$ cat src/rtl/route_pkg.sv
// Shared types and header-field widths for the routing path.
// Header widths are shared with packet_buffer.
package route_pkg;

    localparam int unsigned ADDR_WIDTH = 8;
    localparam int unsigned LEN_WIDTH  = 8;

    typedef enum logic [2:0] {
        StIdle,
        StDecide,
        StWaitCredit,
        StStream,
        StSettle
    } route_state_t;

endpackage

$ cat src/rtl/credit_counter.sv
// Per-port flit credit register: saturating return/subtract and a sufficiency compare.
module credit_counter
    import route_pkg::*;
#(
    parameter int unsigned MaxCredits = 32
) (
    input  logic                 clk_i,
    input  logic                 rst_ni,
    input  logic                 ret_i,
    input  logic                 take_i,
    input  logic [LEN_WIDTH-1:0] amount_i,
    output logic                 enough_o
);

    localparam int unsigned CW = $clog2(MaxCredits + 1);
    localparam int unsigned SW = ((CW > LEN_WIDTH) ? CW : LEN_WIDTH) + 2;

    logic [CW-1:0] credit_q, credit_d;
    logic [SW-1:0] inc, dec;

    always_comb begin
        // A return to an already full port is discarded before the subtraction.
        inc = SW'(credit_q) + SW'(ret_i && (credit_q != CW'(MaxCredits)));
        dec = take_i ? SW'(amount_i) : '0;
        if (dec > inc) begin
            credit_d = '0;
        end else if ((inc - dec) > SW'(MaxCredits)) begin
            credit_d = CW'(MaxCredits);
        end else begin
            credit_d = CW'(inc - dec);
        end
    end

    assign enough_o = SW'(credit_q) >= SW'(amount_i);

    always_ff @(posedge clk_i or negedge rst_ni) begin
        if (!rst_ni) begin
            credit_q <= CW'(MaxCredits);
        end else begin
            credit_q <= credit_d;
        end
    end

endmodule

$ cat src/rtl/route_control.sv
// Routing controller behind packet_buffer: header decode, credit-gated stream/drop, flit forwarding.
// Define ROUTE_TIMEOUT_EN to drop packets that wait TIMEOUT_CYCLES for credit.
module route_control
    import route_pkg::*;
#(
    parameter int unsigned FLIT_SIZE      = 64,
    parameter int unsigned N_PORTS        = 4,
    parameter int unsigned PORT_CREDITS   = 32,
    parameter int unsigned TIMEOUT_CYCLES = 1024
) (
    input  logic                  clk_i,
    input  logic                  rst_ni,
    input  logic                  packet_ready_i,
    input  logic [ADDR_WIDTH-1:0] to_addr_i,
    input  logic [ADDR_WIDTH-1:0] from_addr_i,
    input  logic [LEN_WIDTH-1:0]  packet_length_i,
    input  logic [FLIT_SIZE-1:0]  in_flit_i,
    input  logic                  in_flit_valid_i,
    input  logic [N_PORTS-1:0]    credit_return_i,
    output logic                  stream_o,
    output logic                  drop_o,
    output logic                  control_valid_o,
    output logic [FLIT_SIZE-1:0]  out_flit_o,
    output logic                  out_flit_valid_o,
    output logic [N_PORTS-1:0]    out_port_o,
    output logic                  out_last_o,
    output logic [15:0]           n_routed_o,
    output logic [15:0]           n_dropped_o,
    output logic [7:0]            stray_flits_o
);

    localparam int unsigned PW = $clog2(N_PORTS);

    if (N_PORTS < 2 || (N_PORTS & (N_PORTS - 1)) != 0) begin : g_bad_ports
        $error("N_PORTS must be a power of 2 and at least 2");
    end
    if (TIMEOUT_CYCLES == 0) begin : g_bad_timeout
        $error("TIMEOUT_CYCLES must be nonzero");
    end

    route_state_t          state_q, state_d;
    logic [ADDR_WIDTH-1:0] to_q, to_d, from_q, from_d;
    logic [LEN_WIDTH-1:0]  len_q, len_d, cnt_q, cnt_d, cnt_inc;
    logic                  stream_q, stream_d, drop_q, drop_d, cv_q, cv_d;
    logic [FLIT_SIZE-1:0]  flit_q, flit_d;
    logic                  fvalid_q, fvalid_d, last_q, last_d;
    logic [N_PORTS-1:0]    port_q, port_d, take, enough;
    logic [15:0]           routed_q, routed_d, dropped_q, dropped_d;
    logic [7:0]            stray_q, stray_d;
    logic [PW-1:0]         port;
    logic                  drop_cond;

    assign port      = to_q[PW-1:0];
    assign cnt_inc   = cnt_q + LEN_WIDTH'(1);
    assign drop_cond = (len_q == '0) || (to_q == from_q) || (32'(len_q) > PORT_CREDITS);

    for (genvar p = 0; p < N_PORTS; p++) begin : g_credit
        credit_counter #(
            .MaxCredits(PORT_CREDITS)
        ) u_credit (
            .clk_i   (clk_i),
            .rst_ni  (rst_ni),
            .ret_i   (credit_return_i[p]),
            .take_i  (take[p]),
            .amount_i(len_q),
            .enough_o(enough[p])
        );
    end

`ifdef ROUTE_TIMEOUT_EN
    localparam int unsigned WW = $clog2(TIMEOUT_CYCLES + 1);
    logic [WW-1:0] wait_q, wait_d;

    always_ff @(posedge clk_i or negedge rst_ni) begin
        if (!rst_ni) begin
            wait_q <= '0;
        end else begin
            wait_q <= wait_d;
        end
    end
`endif

    always_comb begin
        state_d   = state_q;
        to_d      = to_q;
        from_d    = from_q;
        len_d     = len_q;
        cnt_d     = cnt_q;
        stream_d  = 1'b0;
        drop_d    = 1'b0;
        flit_d    = flit_q;
        fvalid_d  = 1'b0;
        last_d    = 1'b0;
        port_d    = port_q;
        take      = '0;
        routed_d  = routed_q;
        dropped_d = dropped_q;
        stray_d   = stray_q;
`ifdef ROUTE_TIMEOUT_EN
        wait_d    = wait_q;
`endif

        if (in_flit_valid_i && state_q != StStream && stray_q != 8'hFF) begin
            stray_d = stray_q + 8'd1;
        end

        unique case (state_q)
            StIdle: begin
                if (packet_ready_i) begin
                    to_d    = to_addr_i;
                    from_d  = from_addr_i;
                    len_d   = packet_length_i;
                    state_d = StDecide;
                end
            end
            StDecide: begin
                if (drop_cond) begin
                    drop_d    = 1'b1;
                    dropped_d = dropped_q + 16'd1;
                    state_d   = StSettle;
                end else begin
                    state_d = StWaitCredit;
`ifdef ROUTE_TIMEOUT_EN
                    wait_d  = '0;
`endif
                end
            end
            StWaitCredit: begin
                // Credit availability wins over a timeout in the same cycle.
                if (enough[port]) begin
                    stream_d   = 1'b1;
                    take[port] = 1'b1;
                    cnt_d      = '0;
                    port_d     = N_PORTS'(1) << port;
                    state_d    = StStream;
                end
`ifdef ROUTE_TIMEOUT_EN
                else if (wait_q == WW'(TIMEOUT_CYCLES - 1)) begin
                    drop_d    = 1'b1;
                    dropped_d = dropped_q + 16'd1;
                    state_d   = StSettle;
                end else begin
                    wait_d = wait_q + WW'(1);
                end
`endif
            end
            StStream: begin
                if (in_flit_valid_i) begin
                    fvalid_d = 1'b1;
                    flit_d   = in_flit_i;
                    cnt_d    = cnt_inc;
                    if (cnt_inc == len_q) begin
                        last_d   = 1'b1;
                        routed_d = routed_q + 16'd1;
                        state_d  = StSettle;
                    end
                end
            end
            StSettle: state_d = StIdle;
            default:  state_d = StIdle;
        endcase

        cv_d = stream_d | drop_d;
    end

    always_ff @(posedge clk_i or negedge rst_ni) begin
        if (!rst_ni) begin
            state_q   <= StIdle;
            to_q      <= '0;
            from_q    <= '0;
            len_q     <= '0;
            cnt_q     <= '0;
            stream_q  <= 1'b0;
            drop_q    <= 1'b0;
            cv_q      <= 1'b0;
            flit_q    <= '0;
            fvalid_q  <= 1'b0;
            last_q    <= 1'b0;
            port_q    <= '0;
            routed_q  <= '0;
            dropped_q <= '0;
            stray_q   <= '0;
        end else begin
            state_q   <= state_d;
            to_q      <= to_d;
            from_q    <= from_d;
            len_q     <= len_d;
            cnt_q     <= cnt_d;
            stream_q  <= stream_d;
            drop_q    <= drop_d;
            cv_q      <= cv_d;
            flit_q    <= flit_d;
            fvalid_q  <= fvalid_d;
            last_q    <= last_d;
            port_q    <= port_d;
            routed_q  <= routed_d;
            dropped_q <= dropped_d;
            stray_q   <= stray_d;
        end
    end

    assign stream_o         = stream_q;
    assign drop_o           = drop_q;
    assign control_valid_o  = cv_q;
    assign out_flit_o       = flit_q;
    assign out_flit_valid_o = fvalid_q;
    assign out_port_o       = port_q;
    assign out_last_o       = last_q;
    assign n_routed_o       = routed_q;
    assign n_dropped_o      = dropped_q;
    assign stray_flits_o    = stray_q;

endmodule

$ cat config.mk
export PLATFORM = sky130hd
export DESIGN_NAME = route_control
export DESIGN_NICKNAME = d
export VERILOG_FILES = /design/src/rtl/route_pkg.sv /design/src/rtl/credit_counter.sv /design/src/rtl/route_control.sv
export SDC_FILE = /design/constraint.sdc
export NUM_CORES = 1
export LEC_CHECK = 0
export ABC_AREA = 1
export CAP_MARGIN = 20
export CELL_PAD_IN_SITES_DETAIL_PLACEMENT = 0
export CELL_PAD_IN_SITES_GLOBAL_PLACEMENT = 1
export CORE_MARGIN = 2
export CORE_UTILIZATION = 38
export DETAILED_ROUTE_END_ITERATION = 6
export PLACE_DENSITY_LB_ADDON = 0.1
export SYNTH_ARGS = -nofsm -noshare
export SYNTH_HDL_FRONTEND = slang
export SYNTH_SLANG_ARGS = --single-unit
export TNS_END_PERCENT = 20
$ cat constraint.sdc
create_clock -name clk_i -period 6.75 [get_ports clk_i]
set_input_delay 1.0125 -clock clk_i [delete_from_list [all_inputs] [get_ports clk_i]]
set_output_delay 1.0125 -clock clk_i [all_outputs]
set_load 0.01 [all_outputs]
==> out/results.ini, run 1 <==
[min_path]
holdPathEnd=out_flit_o[34]$_DFFE_PN0P_
whs_path_depth=2
min-delay-start=out_flit_o[34]$_DFFE_PN0P_
min_path_type=flop to flop

[timing]
tns_ns=0
max_freq_ghz=0.245
clock_skew_ns=0.0153
finalHoldViolCount=0
period_share_pct=60.3
worst_slew_pin_slew_ns=0.870
holdWs_ns=0.472
drv_slew=0
rsz0062_at_grt=false
setup_viol=0
period_needed_ns=4.07
max_slew_margin_pct=42.0

[finish]
fillers=2478
final_util_pct=51.0
final_cells=1785
drive_gt1_share_pct=5.70
diodes=0
syn2layout_area_growth_pct=31.2
nNetsFinal=1606

[global_routing]
grt_overflow_total=0
grt_antenna_before_repair=0
track_usage_pct=18.9
grt_start_max_net_pins=71
grt_pass1_vias=7877
grt_first_pass_wirelength_mm=40.5

[power_and_ir_drop]
p_per_area_mw_per_mm2=209
leakage_nw=6.41
vdd_drop_max_v=0.000182

[floorplanning]
dieArea_sq_mm=0.0272
die_w_microns=165
num_rows=58
pin_count=209
initial_core_util_pct=38.9
fp.dieH_microns=165
core_area_sq_mm=0.0253

[flow_run]
maxCapViolations=0

[clocking]
clk_latency_ns=0.44
cts_setup_buffers=0
clock_path_buffers=2
cts_buffers=17
htreeDepth=4
cts_root_buf=clkbuf_16
cts_tree=built
clk_pin_slew_ns=0.08
cts_resized=0
cts_hold_buf=0
cts_sinks=172

[place]
gp_routability_congestion=0.811
io_buffer_count=208
dp.final_hpwl_mm=18.7
place_inst=1753

[critical_path]
start_kind=flop
r2r-start=len_q[5]$_DFFE_PN0P_
r2r_setup_slack_ns=2.68
critPathKind=flop to flop
end_kind=flop
critPathRequiredTime_ns=7.06
cp.arrival_ns=4.38
crit_fanout=12
reg2reg_depth=20
reg2reg_to=g_credit[2].u_credit.credit_q[2]$_DFF_PN0_

[synthesis]
ys_async_sr_fraction_pct=100
ys_types=41
synth_edf_count=0
synth_compound_area_share_pct=4.65
synth-xor-area-share_pct=6.49
ys_seq_elements=172
synth.avg_cell_area_sq_um=7.99
yosys.area_share.simple_pct=28.1
synth_fa_ha_area_share_pct=8.95
yosys_warnings=0
netlist_area_sq_mm=0.00985
yosysSeqAreaShare_pct=43.8
synth_top_family_by_area=simple AND/OR/NAND/NOR gates
synthMuxAreaShare_pct=1.60
synthCells=1233
synthFlopType=dfrtp_1

[drt]
via_per_inst=4.61
drt_iter0_markers=496
first_pass_iters=4
drt-wirelength-per-cell_microns=14.2
drtAntennaViolNets=0
drc=0
routed_wl_mm=25.3
num_vias=8237

[outcome]
outcome=finished clean

## cell families (layout without fill, tap and decap cells)
kind of cell / Yosys count / after routing
flip-flops: 172 / 172
XOR/XNOR: 73 / 73
buffers and inverters: 163 / 382
multiplexers: 14 / 14
adder cells (fa/ha/maj): 68 / 68
AO/OA/AOI/OAI: 84 / 84
AND/OR/NAND/NOR: 658 / 658
other: 1 / 4
## sequential cells by signal, summed over array words and instances (netlist names)
| name | count |
|---|---|
| out_flit_o | 64 |
| g_credit.u_credit.credit_q | 24 |
| n_dropped_o | 16 |
| n_routed_o | 16 |
| cnt_q | 8 |
| from_q | 8 |
| len_q | 8 |
| stray_flits_o | 8 |
| to_q | 8 |
| out_port_o | 4 |
| state_q | 3 |
| control_valid_o | 1 |
| drop_o | 1 |
| out_flit_valid_o | 1 |
| out_last_o | 1 |
| stream_o | 1 |
## cell usage after synthesis, types with 2 or more instances
master | instances | area share [%]
nor2_1 | 101 | 3.9
a31oi_1 | 5 | 0.32
a21boi_0 | 3 | 0.23
nor2_2 | 4 | 0.25
xor2_1 | 55 | 4.9
dfrtp_1 | 168 | 43
mux2_2 | 14 | 1.6
nand2_1 | 426 | 16
nand3b_1 | 12 | 0.92
clkbuf_1 | 14 | 0.53
nand3_1 | 58 | 2.9
nand2_2 | 6 | 0.38
inv_2 | 8 | 0.31
o21ai_1 | 14 | 0.71
ha_1 | 64 | 8.1
or2_2 | 2 | 0.13
o21bai_1 | 3 | 0.23
nor2_4 | 3 | 0.34
fa_1 | 4 | 0.81
nor4_1 | 5 | 0.32
nand4_1 | 16 | 1.0
nor3_1 | 14 | 0.71
o22ai_1 | 5 | 0.32
and3_1 | 3 | 0.19
xnor2_1 | 18 | 1.6
nor3b_1 | 4 | 0.31
nor3_2 | 2 | 0.20
o21ai_0 | 15 | 0.76
buf_2 | 8 | 0.41
inv_1 | 130 | 5.0
dfstp_2 | 4 | 1.1
a21oi_1 | 36 | 1.8
## report_power, final
group	internal (W)	total, W	leakage [nW]	switching [W]
Clock	0.000547	0.00106	0.309	0.000511
Combinational	0.000245	0.000491	3.86	0.000247
Sequential	0.00109	0.00115	2.24	0.0000589
Total	0.00189	0.00270	6.41	0.000817
## cell type report
type / count / area (sq um) / area share (%)
repair buffers: 212 / 2110 / 16.4
clock inverters: 15 / 218 / 1.68
well taps: 330 / 413 / 3.20
flip-flops and latches: 172 / 4310 / 33.3
inverters: 138 / 518 / 4.01
clock buffers: 17 / 425 / 3.29
multi-input cells: 901 / 4920 / 38.1
## worst max path at each step
stage,start,end,slack (ns),cells after the start
after floorplan,len_q[5]$_DFFE_PN0P_,g_credit[2].u_credit.credit_q[0]$_DFF_PN0_,3.37,21
after global placement,len_q[2]$_DFFE_PN0P_,g_credit[2].u_credit.credit_q[0]$_DFF_PN0_,2.77,23
after detailed placement,len_q[3]$_DFFE_PN0P_,g_credit[2].u_credit.credit_q[2]$_DFF_PN0_,2.65,22
after CTS,len_q[2]$_DFFE_PN0P_,g_credit[2].u_credit.credit_q[2]$_DFF_PN0_,2.64,22
after global routing,len_q[2]$_DFFE_PN0P_,g_credit[2].u_credit.credit_q[0]$_DFF_PN0_,2.16,22
final,len_q[5]$_DFFE_PN0P_,g_credit[2].u_credit.credit_q[2]$_DFF_PN0_,2.68,20
## worst max-delay path, stage by stage, from the launching register on
cell and delay (ns):
dfrtp_1 0.55, inv_1 0.22, ha_1 0.35, and3_1 0.18
nor2_1 0.11, nand2_1 0.09, nand2_2 0.10, nor2_4 0.04
nand2_2 0.30, nor3_2 0.15, inv_1 0.10, nor2_1 0.05
ha_1 0.21, fa_1 0.39, o21ai_0 0.27, a21boi_0 0.18
or2_2 0.30, nand3_1 0.07, inv_1 0.07, o21ai_0 0.14
nor2_1 0.07
## layer usage
| layer | track usage [%] | routed length (microns) |
|---|---|---|
| met1 | 26.5 | 12200 |
| met2 | 31.2 | 12300 |
| met3 | 2.89 | 727 |
| met4 | 3.40 | 177 |
| met5 | 0 | 0 |
## through the flow
| stage | area [sq um] | power (W) | setup WS [ns] |
|---|---|---|---|
| 5_1_grt | 12900 | 0.00285 | 2.16 |
| 3_5_place_dp | 12300 | 0.00167 | 2.65 |
| 4_1_cts | 12900 | 0.00274 | 2.64 |
| 6_report | 12900 | 0.00270 | 2.68 |
| 3_3_place_gp | 12300 | 0.00167 | 2.77 |
| 2_1_floorplan | 9860 | 0.00143 | 3.37 |
## placed cells by master (no fill, tap or decap), types with 8 or more instances in the layout
cell and count:
a21oi_1 36, clkbuf_16 17, clkdlybuf4s50_1 207, dfrtp_1 168, ha_1 64, inv_1 130
inv_2 8, mux2_2 14, nand2_1 426, nand3_1 57, nand3b_1 12, nand4_1 16
nor2_1 101, nor3_1 14, o21ai_0 15, o21ai_1 14, xnor2_1 18, xor2_1 55
No activity file was read; power rests on OpenSTA's default activity.
==> run 2: changes to the inputs <==
- CORE_UTILIZATION: 38 -> 34
- clock period: 6.75 -> 3.6 ns (I/O delays scaled with it)
==> out/results.ini, run 2 (synthesized netlist as in run 1, its figures left out) <==
[drt]
drc=0  ; unchanged
num_vias=8476  ; +2.9%
drtAntennaViolNets=0  ; unchanged
routed_wl_mm=26.4  ; +4.3%
drt-wirelength-per-cell_microns=14.1  ; -0.46%
first_pass_iters=5  ; +1
via_per_inst=4.53  ; -1.8%
drt_iter0_markers=388  ; -22%

[place]
place_area_sq_mm=0.0125  ; +2.1%
dp_slack_ns=-0.128  ; -2.78 ns
io_buffer_count=208  ; unchanged
place_inst=1829  ; +4.3%
dp.final_hpwl_mm=19.5  ; +4.4%
gp_routability_congestion=0.829  ; +2.1%

[finish]
mostFrequentLayoutCells=424 x nand2_1, 207 x clkdlybuf4s50_1, 165 x dfrtp_1
drive_gt1_share_pct=9.36  ; +3.7 points
syn2layout_area_growth_pct=35.9
largest_reg_flops=64  ; unchanged
final_cells=1870  ; +4.8%
final_util_pct=46.7  ; -4.3 points
fin_area_sq_mm=0.0134  ; +3.5%
nNetsFinal=1637  ; +1.9%
final_common_cell=nand2_1

[critical_path]
end_kind=flop
r2r_setup_slack_ns=0.15  ; -2.53 ns
cp.arrival_ns=3.77  ; -0.61 ns
critPathRequiredTime_ns=3.92  ; -3.14 ns
start_kind=flop
critPathKind=flop to flop
crit_fanout=6  ; -6

[outcome]
outcome=finished clean

[global_routing]
grt_pass1_vias=8154  ; +3.5%
track_usage_pct=17.7  ; -1.2 points
grt_start_max_net_pins=99  ; +39%
grt_first_pass_wirelength_mm=42.9  ; +5.8%
grt_antenna_before_repair=1  ; +1
grt_overflow_total=0  ; unchanged

[floorplanning]
initial_core_util_pct=34.4  ; -4.5 points
dieArea_sq_mm=0.0303  ; +11%
die_w_microns=174  ; +5.6%
num_rows=62  ; +6.9%
fp.dieH_microns=174  ; +5.6%
core_area_sq_mm=0.0286  ; +13%
pin_count=209  ; unchanged

[power_and_ir_drop]
p_seq_share_pct=41.9  ; -0.8 points
combPwrFrac_pct=19.5  ; +1.3 points
vdd_drop_max_v=0.000276  ; +52%
pwr-share-clk_pct=38.6  ; -0.5 points
leakage_nw=6.54  ; +2.1%
p_sw_share_pct=28.4  ; -1.8 points
p_switching_w=0.00146  ; +79%
p_per_area_mw_per_mm2=384  ; +84%
p_int_w=0.00368  ; +95%

[clocking]
htreeDepth=4  ; unchanged
clk_latency_ns=0.43  ; about the same
cts_hold_buf=0  ; unchanged
cts_root_buf=clkbuf_16
clock_path_buffers=2  ; unchanged
cts_tree=built
cts_sinks=172  ; unchanged
cts_buffers=17  ; unchanged
clk_pin_slew_ns=0.08  ; about the same

[timing]
drv_slew=0  ; unchanged
finalHoldViolCount=0  ; unchanged
period_share_pct=95.8  ; +35 points
max_freq_ghz=0.290  ; +18%
max_slew_margin_pct=43.4  ; +1.4 points
clock_skew_ns=0.0143  ; -0.000995 ns
tns_ns=0  ; unchanged
worst_slew_pin_slew_ns=0.850  ; -0.0204 ns
rsz0062_at_grt=true
setup_viol=0  ; unchanged
period_needed_ns=3.45  ; -0.624 ns
worst_slack_ns=0.151  ; -2.53 ns

[flow_run]
maxCapViolations=0  ; unchanged

[min_path]
min_path_type=input pin to async pin

run 2: cell count changes in the layout (fill, tap and decap cells not counted), moves of 3 or more:
cell      delta
clkinv_8     -6
ha_1         -7
buf_4       +28
dfrtp_1      -3
dfrtp_2      +3
ha_4         +5
inv_1        -4
inv_4        +3
a21oi_2      +3
o21ai_0      -4
o21ai_2      +3
a21oi_1      -3
run 2: layer usage:
layer	vias to the layer above	GRT usage, %	wire length, microns
met4	0	4.24	385
met2	137	29.5	12800
met5	-	0	0
li1	4394	-	-
met1	3926	23.8	12500
met3	19	3.43	814
run 2: layout make-up:
cell class	count	area [sq um]
inverters	138	526
flip-flops and latches	172	4310
repair buffers	243	2380
multi-input cells	901	5070
well taps	384	480
clock inverters	13	180
diodes	1	2.50
clock buffers	18	429
fillers	2878	15200
run 2: power by group through the flow:
| stage | registers (W) | clock network, W | logic [W] |
|---|---|---|---|
| global placement | 0.00219 | 0 | 0.000945 |
| floorplan | 0.00221 | 0 | 0.000482 |
| finish | 0.00215 | 0.00198 | 0.00100 |
| detailed placement | 0.00219 | 0 | 0.000943 |
| CTS | 0.00215 | 0.00205 | 0.000948 |
| global route | 0.00217 | 0.00213 | 0.00114 |
run 2: final timing paths:
| path | start | endpoint | cells past startpoint |
|---|---|---|---|
| max in group asynchronous | rst_ni | g_credit[2].u_credit.credit_q[5]$_DFF_PN1_ | 2 |
| worst max register to register | g_credit[1].u_credit.credit_q[2]$_DFF_PN0_ | g_credit[0].u_credit.credit_q[2]$_DFF_PN0_ | 24 |
| worst min-delay path | rst_ni | drop_o$_DFF_PN0_ | 1 |
| min in group clk_i | out_flit_o[29]$_DFFE_PN0P_ | out_flit_o[29]$_DFFE_PN0P_ | 2 |
| worst min register to register | out_flit_o[29]$_DFFE_PN0P_ | out_flit_o[29]$_DFFE_PN0P_ | 2 |
| worst max-delay path | g_credit[1].u_credit.credit_q[2]$_DFF_PN0_ | g_credit[0].u_credit.credit_q[2]$_DFF_PN0_ | 24 |
run 2: per-stage QoR:
stage,hold slack (ns),power [W]
finish,0.178,0.00514
global route,0.229,0.00543
CTS,0.219,0.00515
detailed placement,0.459,0.00313
global placement,0.454,0.00314
floorplan,0.244,0.00269
run 2: worst max-delay path, stage by stage (launching register included):
cell	delay [ns]
dfrtp_2	0.45
ha_1	0.29
nand2_1	0.06
o21bai_1	0.15
nand2_1	0.07
nand2_1	0.05
nand2_1	0.07
nand2_2	0.07
nor2_4	0.13
nand2_4	0.10
buf_6	0.15
nor3_4	0.28
inv_2	0.07
nor2_2	0.09
ha_2	0.20
fa_2	0.20
nand3b_1	0.10
nand2_1	0.07
nand2_1	0.07
nand2_1	0.06
a21oi_2	0.16
xor2_1	0.19
nor2_1	0.07
nand2_2	0.11
nor2_1	0.05
run 2: timing repair:
action,4_1_cts,5_1_grt
resized for setup,4,37
pin swaps,0,10
hold endpoints to repair,0,0
endpoints found under the setup margin,22,24
setup buffers,0,9
==> run 3: changes to the inputs <==
==> constraint.sdc (replaced) <==
create_clock -name clk_i -period 3.6 [get_ports clk_i]
set_input_delay 0.72 -clock clk_i [delete_from_list [all_inputs] [get_ports clk_i]]
set_output_delay 0.72 -clock clk_i [all_outputs]
set_load 0.02 [all_outputs]
==> out/results.ini, run 3 (synthesized netlist as in run 1, its figures left out) <==
[outcome]
outcome=finished clean

[clocking]
cts_root_buf=clkbuf_16
cts_hold_buf=0  ; unchanged
clock_path_buffers=2  ; unchanged
htreeDepth=4  ; unchanged
cts_sinks=172  ; unchanged
cts_tree=built
clk_pin_slew_ns=0.08  ; about the same
cts_buffers=17  ; unchanged
clk_latency_ns=0.43  ; about the same

[timing]
setup_viol=0  ; unchanged
worst_slack_ns=0.0673  ; -0.0833 ns
period_share_pct=98.1  ; +2.3 points
worst_slew_pin_slew_ns=0.794  ; -0.0553 ns
max_freq_ghz=0.283  ; -2.4%
max_slew_margin_pct=47.0  ; +3.7 points
rsz0062_at_grt=true
drv_slew=0  ; unchanged
clock_skew_ns=0.0162  ; +0.00191 ns
finalHoldViolCount=0  ; unchanged
tns_ns=0  ; unchanged
period_needed_ns=3.53  ; +0.0833 ns

[global_routing]
track_usage_pct=17.9  ; +0.17 points
grt_start_max_net_pins=79  ; -20%
grt_pass1_vias=8155  ; +0.012%
grt_antenna_before_repair=0  ; -1
grt_overflow_total=0  ; unchanged
grt_first_pass_wirelength_mm=43.1  ; +0.37%

[finish]
syn2layout_area_growth_pct=36.9
final_common_cell=nand2_1
drive_gt1_share_pct=10.4  ; +1.0 points
nNetsFinal=1644  ; +0.43%
largest_reg_flops=64  ; unchanged
final_cells=1876  ; +0.32%
mostFrequentLayoutCells=417 x nand2_1, 207 x clkdlybuf4s50_1, 166 x dfrtp_1
final_util_pct=47.1  ; +0.35 points
diodes=0  ; -1

[drt]
drt-wirelength-per-cell_microns=14.3  ; +1.2%
num_vias=8495  ; +0.22%
drc=0  ; unchanged
first_pass_iters=4  ; -1
drt_iter0_markers=451  ; +16%
routed_wl_mm=26.8  ; +1.5%
via_per_inst=4.53  ; about the same
drtAntennaViolNets=0  ; unchanged

[floorplanning]
initial_core_util_pct=34.4  ; unchanged
dieArea_sq_mm=0.0303  ; unchanged
pin_count=209  ; unchanged
fp.dieH_microns=174  ; unchanged
num_rows=62  ; unchanged
die_w_microns=174  ; unchanged
core_area_sq_mm=0.0286  ; unchanged

[critical_path]
crit_fanout=6  ; unchanged
start_kind=flop
critPathKind=flop to flop
cp.arrival_ns=3.85  ; +0.08 ns
critPathRequiredTime_ns=3.92  ; about the same
end_kind=flop

[place]
dp.final_hpwl_mm=19.7  ; +0.87%
dp_slack_ns=-0.106  ; +0.0214 ns
io_buffer_count=208  ; unchanged
place_inst=1834  ; +0.27%
gp_routability_congestion=0.835  ; +0.74%

[power_and_ir_drop]
vdd_drop_max_v=0.000289  ; +4.6%
pwr-share-clk_pct=38.8  ; +0.2 points
p_sw_share_pct=29.3  ; +0.83 points
p_per_area_mw_per_mm2=392  ; +2.1%
p_int_w=0.00374  ; +1.7%
p_seq_share_pct=40.7  ; -1.2 points
combPwrFrac_pct=20.6  ; +1.1 points
p_switching_w=0.00155  ; +5.9%
leakage_nw=6.59  ; +0.75%

[min_path]
min_path_type=input pin to async pin

[flow_run]
maxCapViolations=0  ; unchanged

run 3: changes by cell type in the layout (fill, tap and decap cells not counted), sizes merged:
cell | previous run | this run
buf | 35 | 42
bufinv | 3 | 4
clkinvlp | 2 | 1
diode | 1 | 0
run 3: per-layer routing:
metal | vias to the layer above | track usage [%] | part of all wire (%)
li1 | 4396 | - | -
met1 | 3945 | 24.3 | 48
met2 | 133 | 29.8 | 48
met3 | 21 | 2.73 | 2.4
met4 | 0 | 4.73 | 1.2
met5 | - | 0 | 0
run 3: layout make-up:
type                    instances  area [sq um]
clock buffers                  18           429
well taps                     384           480
multi-input cells             901          5100
fillers                      2818         15100
repair buffers                250          2430
flip-flops and latches        172          4310
clock inverters                13           203
inverters                     138           528
run 3: what timing repair did:
action | CTS | global route
setup buffers | 0 | 11
setup endpoints to repair | 13 | 24
pin swaps | 0 | 15
gates resized for setup | 3 | 49
run 3: critical path, stage by stage, from the launching register on:
cell,delay [ns]
dfrtp_1,0.39
inv_4,0.08
ha_1,0.30
inv_1,0.05
o21bai_1,0.12
nand2_1,0.06
nand2_1,0.06
nand2_1,0.04
nand2_1,0.07
nand2_2,0.08
nor2_4,0.14
nand2_4,0.10
buf_12,0.15
nor3_4,0.27
inv_2,0.07
nor2_2,0.09
ha_2,0.20
fa_2,0.21
nand3b_1,0.10
nand2_1,0.07
nand2_2,0.08
nand2_2,0.05
a21oi_2,0.17
xor2_1,0.21
nor2_1,0.08
nand2_2,0.12
nor2_1,0.06
run 3: power by group through the flow:
stage	logic [W]	clock network, W	registers [W]
after floorplan	0.000482	0	0.00227
after global placement	0.00102	0	0.00219
after detailed placement	0.00102	0	0.00219
after CTS	0.00103	0.00211	0.00215
after global routing	0.00122	0.00219	0.00217
final	0.00109	0.00205	0.00215
run 3: final timing paths:
check                                           startpoint                                    endpoint  slack [ns]  depth (start not counted)
worst max register to register        len_q[1]$_DFFE_PN0P_  g_credit[0].u_credit.credit_q[3]$_DFF_PN0_        0.07                         26
worst max-delay path                  len_q[1]$_DFFE_PN0P_  g_credit[0].u_credit.credit_q[3]$_DFF_PN0_        0.07                         26
min in group clk_i              out_flit_o[20]$_DFFE_PN0P_                  out_flit_o[20]$_DFFE_PN0P_        0.47                          2
worst min register to register  out_flit_o[20]$_DFFE_PN0P_                  out_flit_o[20]$_DFFE_PN0P_        0.47                          2
worst min-delay path                                rst_ni                          stream_o$_DFF_PN0_        0.30                          1
max in group asynchronous                           rst_ni                stray_flits_o[6]$_DFFE_PN0P_        2.44                          2
run 3: metrics by stage:
stage               area (sq um)  power [W]  hold slack (ns)
global route               13500    0.00558            0.345
CTS                        13200    0.00528            0.329
detailed placement         12600    0.00321            0.457
finish                     13500    0.00529            0.305
global placement           12600    0.00321            0.454
floorplan                   9860    0.00275            0.424
==> RTL change 1: new RTL, flow settings as in run 2 <==
Change the package constant `ADDR_WIDTH` from 8 to 7.
--- a/src/rtl/route_pkg.sv
+++ b/src/rtl/route_pkg.sv
@@ -2,7 +2,7 @@
 // Header widths are shared with packet_buffer.
 package route_pkg;
 
-    localparam int unsigned ADDR_WIDTH = 8;
+    localparam int unsigned ADDR_WIDTH = 7;
     localparam int unsigned LEN_WIDTH  = 8;
 
     typedef enum logic [2:0] {
Interface: changed (resized from_addr_i and to_addr_i); port bits go from 209 to 207. The function was not compared with the original's and may differ.
==> RTL change 1 against run 2 <==
- via count is 0.58% lower
- critical path type unchanged
- sequential cell count is 2 lower
- area after synthesis shrank 0.30%
- cell area up 1.0%
- fmax rose by 2.9%
- cell count is 0.27% higher
- setup slack better by 0.096 ns
- sequential power about the same
- count of clock-buffer cells in the layout stayed put
- synthesized cell count about the same
- power grew 2.8%
- wire length up 2.1%
- core utilization up 0.60 points
- clock power shrank 4%
==> RTL change 1: results (changes against run 2) <==
Outcome
  – Status: completed

Critical path
  – Crit path DAT: 3.73 ns (-0.04 ns)
  – Cells on worst reg2reg path: 26 (+8.3%)
  – Crit path max fanout: 5 (-1)
  – CP Capture Point: g_credit[0].u_credit.credit_q[3]$_DFF_PN0_
  – Setup slack, reg-to-reg: 0.25 ns (+0.10 ns)
  – CP Launch Point: len_q[0]$_DFFE_PN0P_
  – Worst path max stage delay: 0.48 ns (+0.03 ns)

Drt
  – Routed metal-1 wirelength: 12.7 mm (+1.9%)
  – Met3 routed WL: 2.33 mm (+190%)
  – Metal2 WL: 11.7 mm (-8.7%)
  – Iteration-0 DRC Markers: 400 (+3.1%)
  – DR vias: 8427 (-0.58%)
  – Routed wire length: 27.0 mm (+2.1%)

Yosys
  – Top cells by count, synth: 441 x nand2_1, 166 x dfrtp_1, 124 x inv_1, 105 x nor2_1, 64 x ha_1
  – Syn Inst Count: 1234 (+0.081%)
  – Post-synth top area share: 42.3% (-0.38 points)
  – Asr flop ratio synth: 100% (unchanged)
  – Synth top area cells: dfrtp_1 42%, nand2_1 17%, ha_1 8.2%
  – Post-synthesis sequential area ratio: 43.4% (-0.38 points)

Layout
  – Fin nets: 1638 (+0.061%)
  – Fillcell total: 2871 (-0.24%)
  – Final Non-Filler Cells: 1875 (+0.27%)

Power
  – Combinational Power: 1.22 mW (+22%)
  – Sw frac: 30.6% (+2.2 points)
  – Reg power frac: 40.8% (-1.1 points)
  – Pleak: 6.57 nW (+0.47%)

Place
  – Placed cells: 1831 (+0.11%)
  – RePlAce Congestion: 0.795 (-4.1%)
  – # port buffers: 206 (-0.96%)
  – Place WS: -0.0484 ns (+0.0794 ns)
  – Cell Area, Placed: 0.0125 mm2 (-0.43%)
  – Post-DP HPWL: 19.6 mm (+0.23%)

Global route
  – Total GRT Usage: 18.5% (+0.79 points)
  – First-pass GRT wire length: 44.3 mm (+3.2%)

Timing
  – Clock skew: 0.0101 ns (-0.00415 ns)
  – Worst-Margin Slew: 0.756 ns (-0.0940 ns)
  – Final hold slack: 0.125 ns (-0.0532 ns)
RTL change 1: kinds of logic (layout without fill, tap and decap cells):
family                   Yosys count  after routing  share of synthesized area, %
AO/OA/AOI/OAI                     72             72                          3.96
XOR/XNOR                          69             69                          6.23
adder cells (fa/ha/maj)           68             68                          8.97
buffers and inverters            154            406                          6.18
flip-flops                       170            170                          43.4
multiplexers                      12             12                          1.38
other                              1              6                        0.0382
AND/OR/NAND/NOR                  688            688                          29.8
RTL change 1: layout make-up:
cell class,count,area (um2),share of cell area (%)
Multi-Input combinational cell,913,5280,39.1
Sequential cell,170,4260,31.5
Timing Repair Buffer,244,2370,17.6
Inverter,130,500,3.70
Tap cell,384,480,3.56
Clock buffer,18,439,3.25
Clock inverter,14,174,1.29
Antenna cell,2,5.00,0.0370
RTL change 1: routing by layer:
layer | up-vias | GRT usage, %
li1 | 4374 | -
met1 | 3838 | 24.5
met2 | 198 | 28.4
met3 | 17 | 7.57
met4 | 0 | 4.10
met5 | - | 0
==> RTL change 2: new RTL, config.mk and constraints of run 2 <==
Made on the original files. `to_q` and `flit_q` no longer have a reset.
--- a/src/rtl/route_control.sv
+++ b/src/rtl/route_control.sv
@@ -166,14 +166,12 @@
     always_ff @(posedge clk_i or negedge rst_ni) begin
         if (!rst_ni) begin
             state_q   <= StIdle;
-            to_q      <= '0;
             from_q    <= '0;
             len_q     <= '0;
             cnt_q     <= '0;
             stream_q  <= 1'b0;
             drop_q    <= 1'b0;
             cv_q      <= 1'b0;
-            flit_q    <= '0;
             fvalid_q  <= 1'b0;
             last_q    <= 1'b0;
             port_q    <= '0;
@@ -182,14 +180,12 @@
             stray_q   <= '0;
         end else begin
             state_q   <= state_d;
-            to_q      <= to_d;
             from_q    <= from_d;
             len_q     <= len_d;
             cnt_q     <= cnt_d;
             stream_q  <= stream_d;
             drop_q    <= drop_d;
             cv_q      <= cv_d;
-            flit_q    <= flit_d;
             fvalid_q  <= fvalid_d;
             last_q    <= last_d;
             port_q    <= port_d;
@@ -197,6 +193,11 @@
             dropped_q <= dropped_d;
             stray_q   <= stray_d;
         end
+    end
+
+    always_ff @(posedge clk_i) begin
+        to_q   <= to_d;
+        flit_q <= flit_d;
     end
 
     assign stream_o         = stream_q;
Formal check against the unedited RTL: not equivalent (a bounded check fails within 10 cycles, from zero or initial values and one cycle with rst_ni low; the reset may be asserted at any time).
==> RTL change 2 against run 2 <==
- count of clock-buffer cells in the layout grew 1
- sequential share of layout area grew 3.7 points
- cell area shrank 2.8%
- die area shrank 3.3%
- fmax grew 4.0%
- sequential cell count is the same
- setup slack gained 0.13 ns
- area after synthesis shrank 3.4%
- wire length shrank 6.3%
- critical path type unchanged
- critical endpoint is now g_credit[2].u_credit.credit_q[2]$_DFF_PN0_
- highest routed layer unchanged
Power is not compared: it rests on default switching activity, and its combinational part moved more than twofold at a synthesized area within 25%.
==> RTL change 2: results (changes against run 2) <==
Outcome
  – Status: completed

Global route
  – Initial antenna violation count: 0 (-1)
  – First-pass GRT wire length: 38.9 mm (-9.3%)
  – Pin count of the biggest net entering global routing: 67 (-32%)
  – Total GRT Usage: 16.9% (-0.77 points)
  – Vias in the first global route: 7499 (-8.0%)

Place
  – RePlAce Congestion: 0.817 (-1.4%)
  – Cell Area, Placed: 0.0122 mm2 (-3.0%)
  – Post-DP HPWL: 18.6 mm (-4.5%)

Layout
  – Layout cell share with drive strength beyond 1: 9.74% (+0.38 points)
  – Fin nets: 1475 (-9.9%)
  – Max FFs per register: 64 (unchanged)
  – ANT cells: 0 (-1)

Yosys
  – Compound-cell area share of the yosys netlist: 4.37% (-0.29 points)
  – Post-synthesis cell type count: 42 (+2.4%)
  – Top cells by count, synth: 296 x nand2_1, 126 x inv_1, 96 x dfrtp_1, 83 x nor2_1, 72 x edfxtp_1
  – Asr flop ratio synth: 58.1% (-42 points)
  – Mux cell area share after synthesis: 0% (-1.6 points)
  – Post-synthesis adder-cell area fraction: 9.26% (+0.31 points)
  – Post-synthesis sequential area ratio: 49.1% (+5.3 points)
  – Xor and xnor fraction of the mapped netlist area: 6.81% (+0.32 points)
  – Synth top area cells: dfrtp_1 25%, edfxtp_1 23%, nand2_1 12%
  – Number of enable flip-flop cells after synthesis: 72 (+72)
  – Synth Warn #: 0 (unchanged)

Clocking
  – Worst-skew pair later-pin latency: 0.43 ns (about the same)
  – Clock Tree Buf Depth: 2 (unchanged)
  – Clock root buffer: clkbuf_16
  – Reg clk slew, reported paths: 0.08 ns (about the same)

Drt
  – Vias per inst: 4.55 (+0.43%)
  – Iteration-0 DRC Markers: 354 (-8.8%)
  – Routed wire length: 24.8 mm (-6.3%)
  – DR pass1 iterations: 4 (-1)

Critical path
  – Crit path DAT: 3.63 ns (-0.14 ns)
  – Cells on worst reg2reg path: 23 (-4.2%)
  – Crit Reg-Reg Startpoint: len_q[1]$_DFFE_PN0P_
  – Setup slack, reg-to-reg: 0.28 ns (+0.13 ns)
  – Crit path max fanout: 9 (+3)
  – Worst r2r dst: g_credit[2].u_credit.credit_q[2]$_DFF_PN0_

Timing
  – Clock skew: 0.0140 ns (-0.000297 ns)
  – Worst-Margin Slew: 0.623 ns (-0.226 ns)
  – Final hold slack: 0.102 ns (-0.0767 ns)

Power
  – Peak VDD IR: 0.307 mV

Hold path
  – Class of the worst hold path: in -> async
[RTL change 2: cell types whose count changed after synthesis, sizes merged, moves of 6 or more]
| cell | before | now |
|---|---|---|
| nand3 | 59 | 65 |
| clkbuf | 14 | 6 |
| nand2 | 432 | 299 |
| nand4 | 16 | 29 |
| xnor2 | 18 | 27 |
| nor2 | 108 | 97 |
| mux2 | 14 | 0 |
| xor2 | 55 | 47 |
| dfrtp | 168 | 96 |
| edfxtp | 0 | 72 |
| a21oi | 36 | 25 |
[RTL change 2: timing repair]
item	in CTS	in global routing
pin swaps	0	17
setup buffers	0	12
hold buffers	0	0
gates resized for setup	3	45
setup endpoints to repair	6	24
cloned	0	1
[RTL change 2: area by class of cell]
class,count,area (um2)
multi-input cells,747,4450
well taps,378,473
fillers,2723,14700
repair buffers,237,2320
inverters,136,515
flip-flops and latches,172,4670
clock buffers,19,433
clock inverters,13,134
[RTL change 2: worst min-delay path by stage]
stage,startpoint,to,cells past startpoint
after floorplan,rst_ni,cnt_q[0]$_DFFE_PN0P_,0
after global placement,from_q[7]$_DFFE_PN0P_,from_q[7]$_DFFE_PN0P_,2
after detailed placement,from_q[1]$_DFFE_PN0P_,from_q[1]$_DFFE_PN0P_,2
after CTS,rst_ni,out_last_o$_DFF_PN0_,1
after global routing,rst_ni,out_last_o$_DFF_PN0_,1
final,rst_ni,out_last_o$_DFF_PN0_,1
[RTL change 2: worst max-delay path: stages (launching register included)]
cell and delay (ns):
dfrtp_1 0.41, inv_4 0.13, ha_1 0.26, nand2_1 0.08, nor2_1 0.04, nor2_1 0.07, nand2_1 0.05, nand2_1 0.05
nand2_1 0.05, nand2_1 0.11, nor2_4 0.06, nand2_8 0.10, nor2_4 0.06, inv_2 0.07, nor2_1 0.05, ha_1 0.21
fa_1 0.40, o21ai_1 0.21, a21boi_1 0.12, or2_2 0.28, nand3_1 0.07, inv_1 0.07, o21ai_0 0.14, nor2_1 0.09
[RTL change 2: per-stage QoR]
step / total power, mW / util, % / worst slack, ns / cells
2_1_floorplan: 4.54 / - / 0.200 / 1067
3_3_place_gp: 5.59 / 43.9 / 0.0299 / 1657
3_5_place_dp: 5.60 / 43.9 / -0.0213 / 1657
4_1_cts: 7.47 / 46.0 / 0.0769 / 1689
5_1_grt: 8.27 / 46.9 / -0.0572 / 1702
6_report: 7.64 / 46.9 / 0.284 / 1702
[RTL change 2: layer usage]
metal  up-vias  wire, um  track usage, %
met5         -         0               0
met4         0       369            5.08
met3        24      1420            3.29
met2       209     11200            27.7
met1      3548     11800            22.7
li1       3967         -               -
[RTL change 2: report_power, final]
part	switching, mW	total, mW	internal [mW]	leakage [nW]
Sequential	0.301	2.70	2.39	1.97
Clock	0.856	1.83	0.972	0.269
Combinational	1.80	3.12	1.32	3.51
Total	2.96	7.64	4.69	5.74
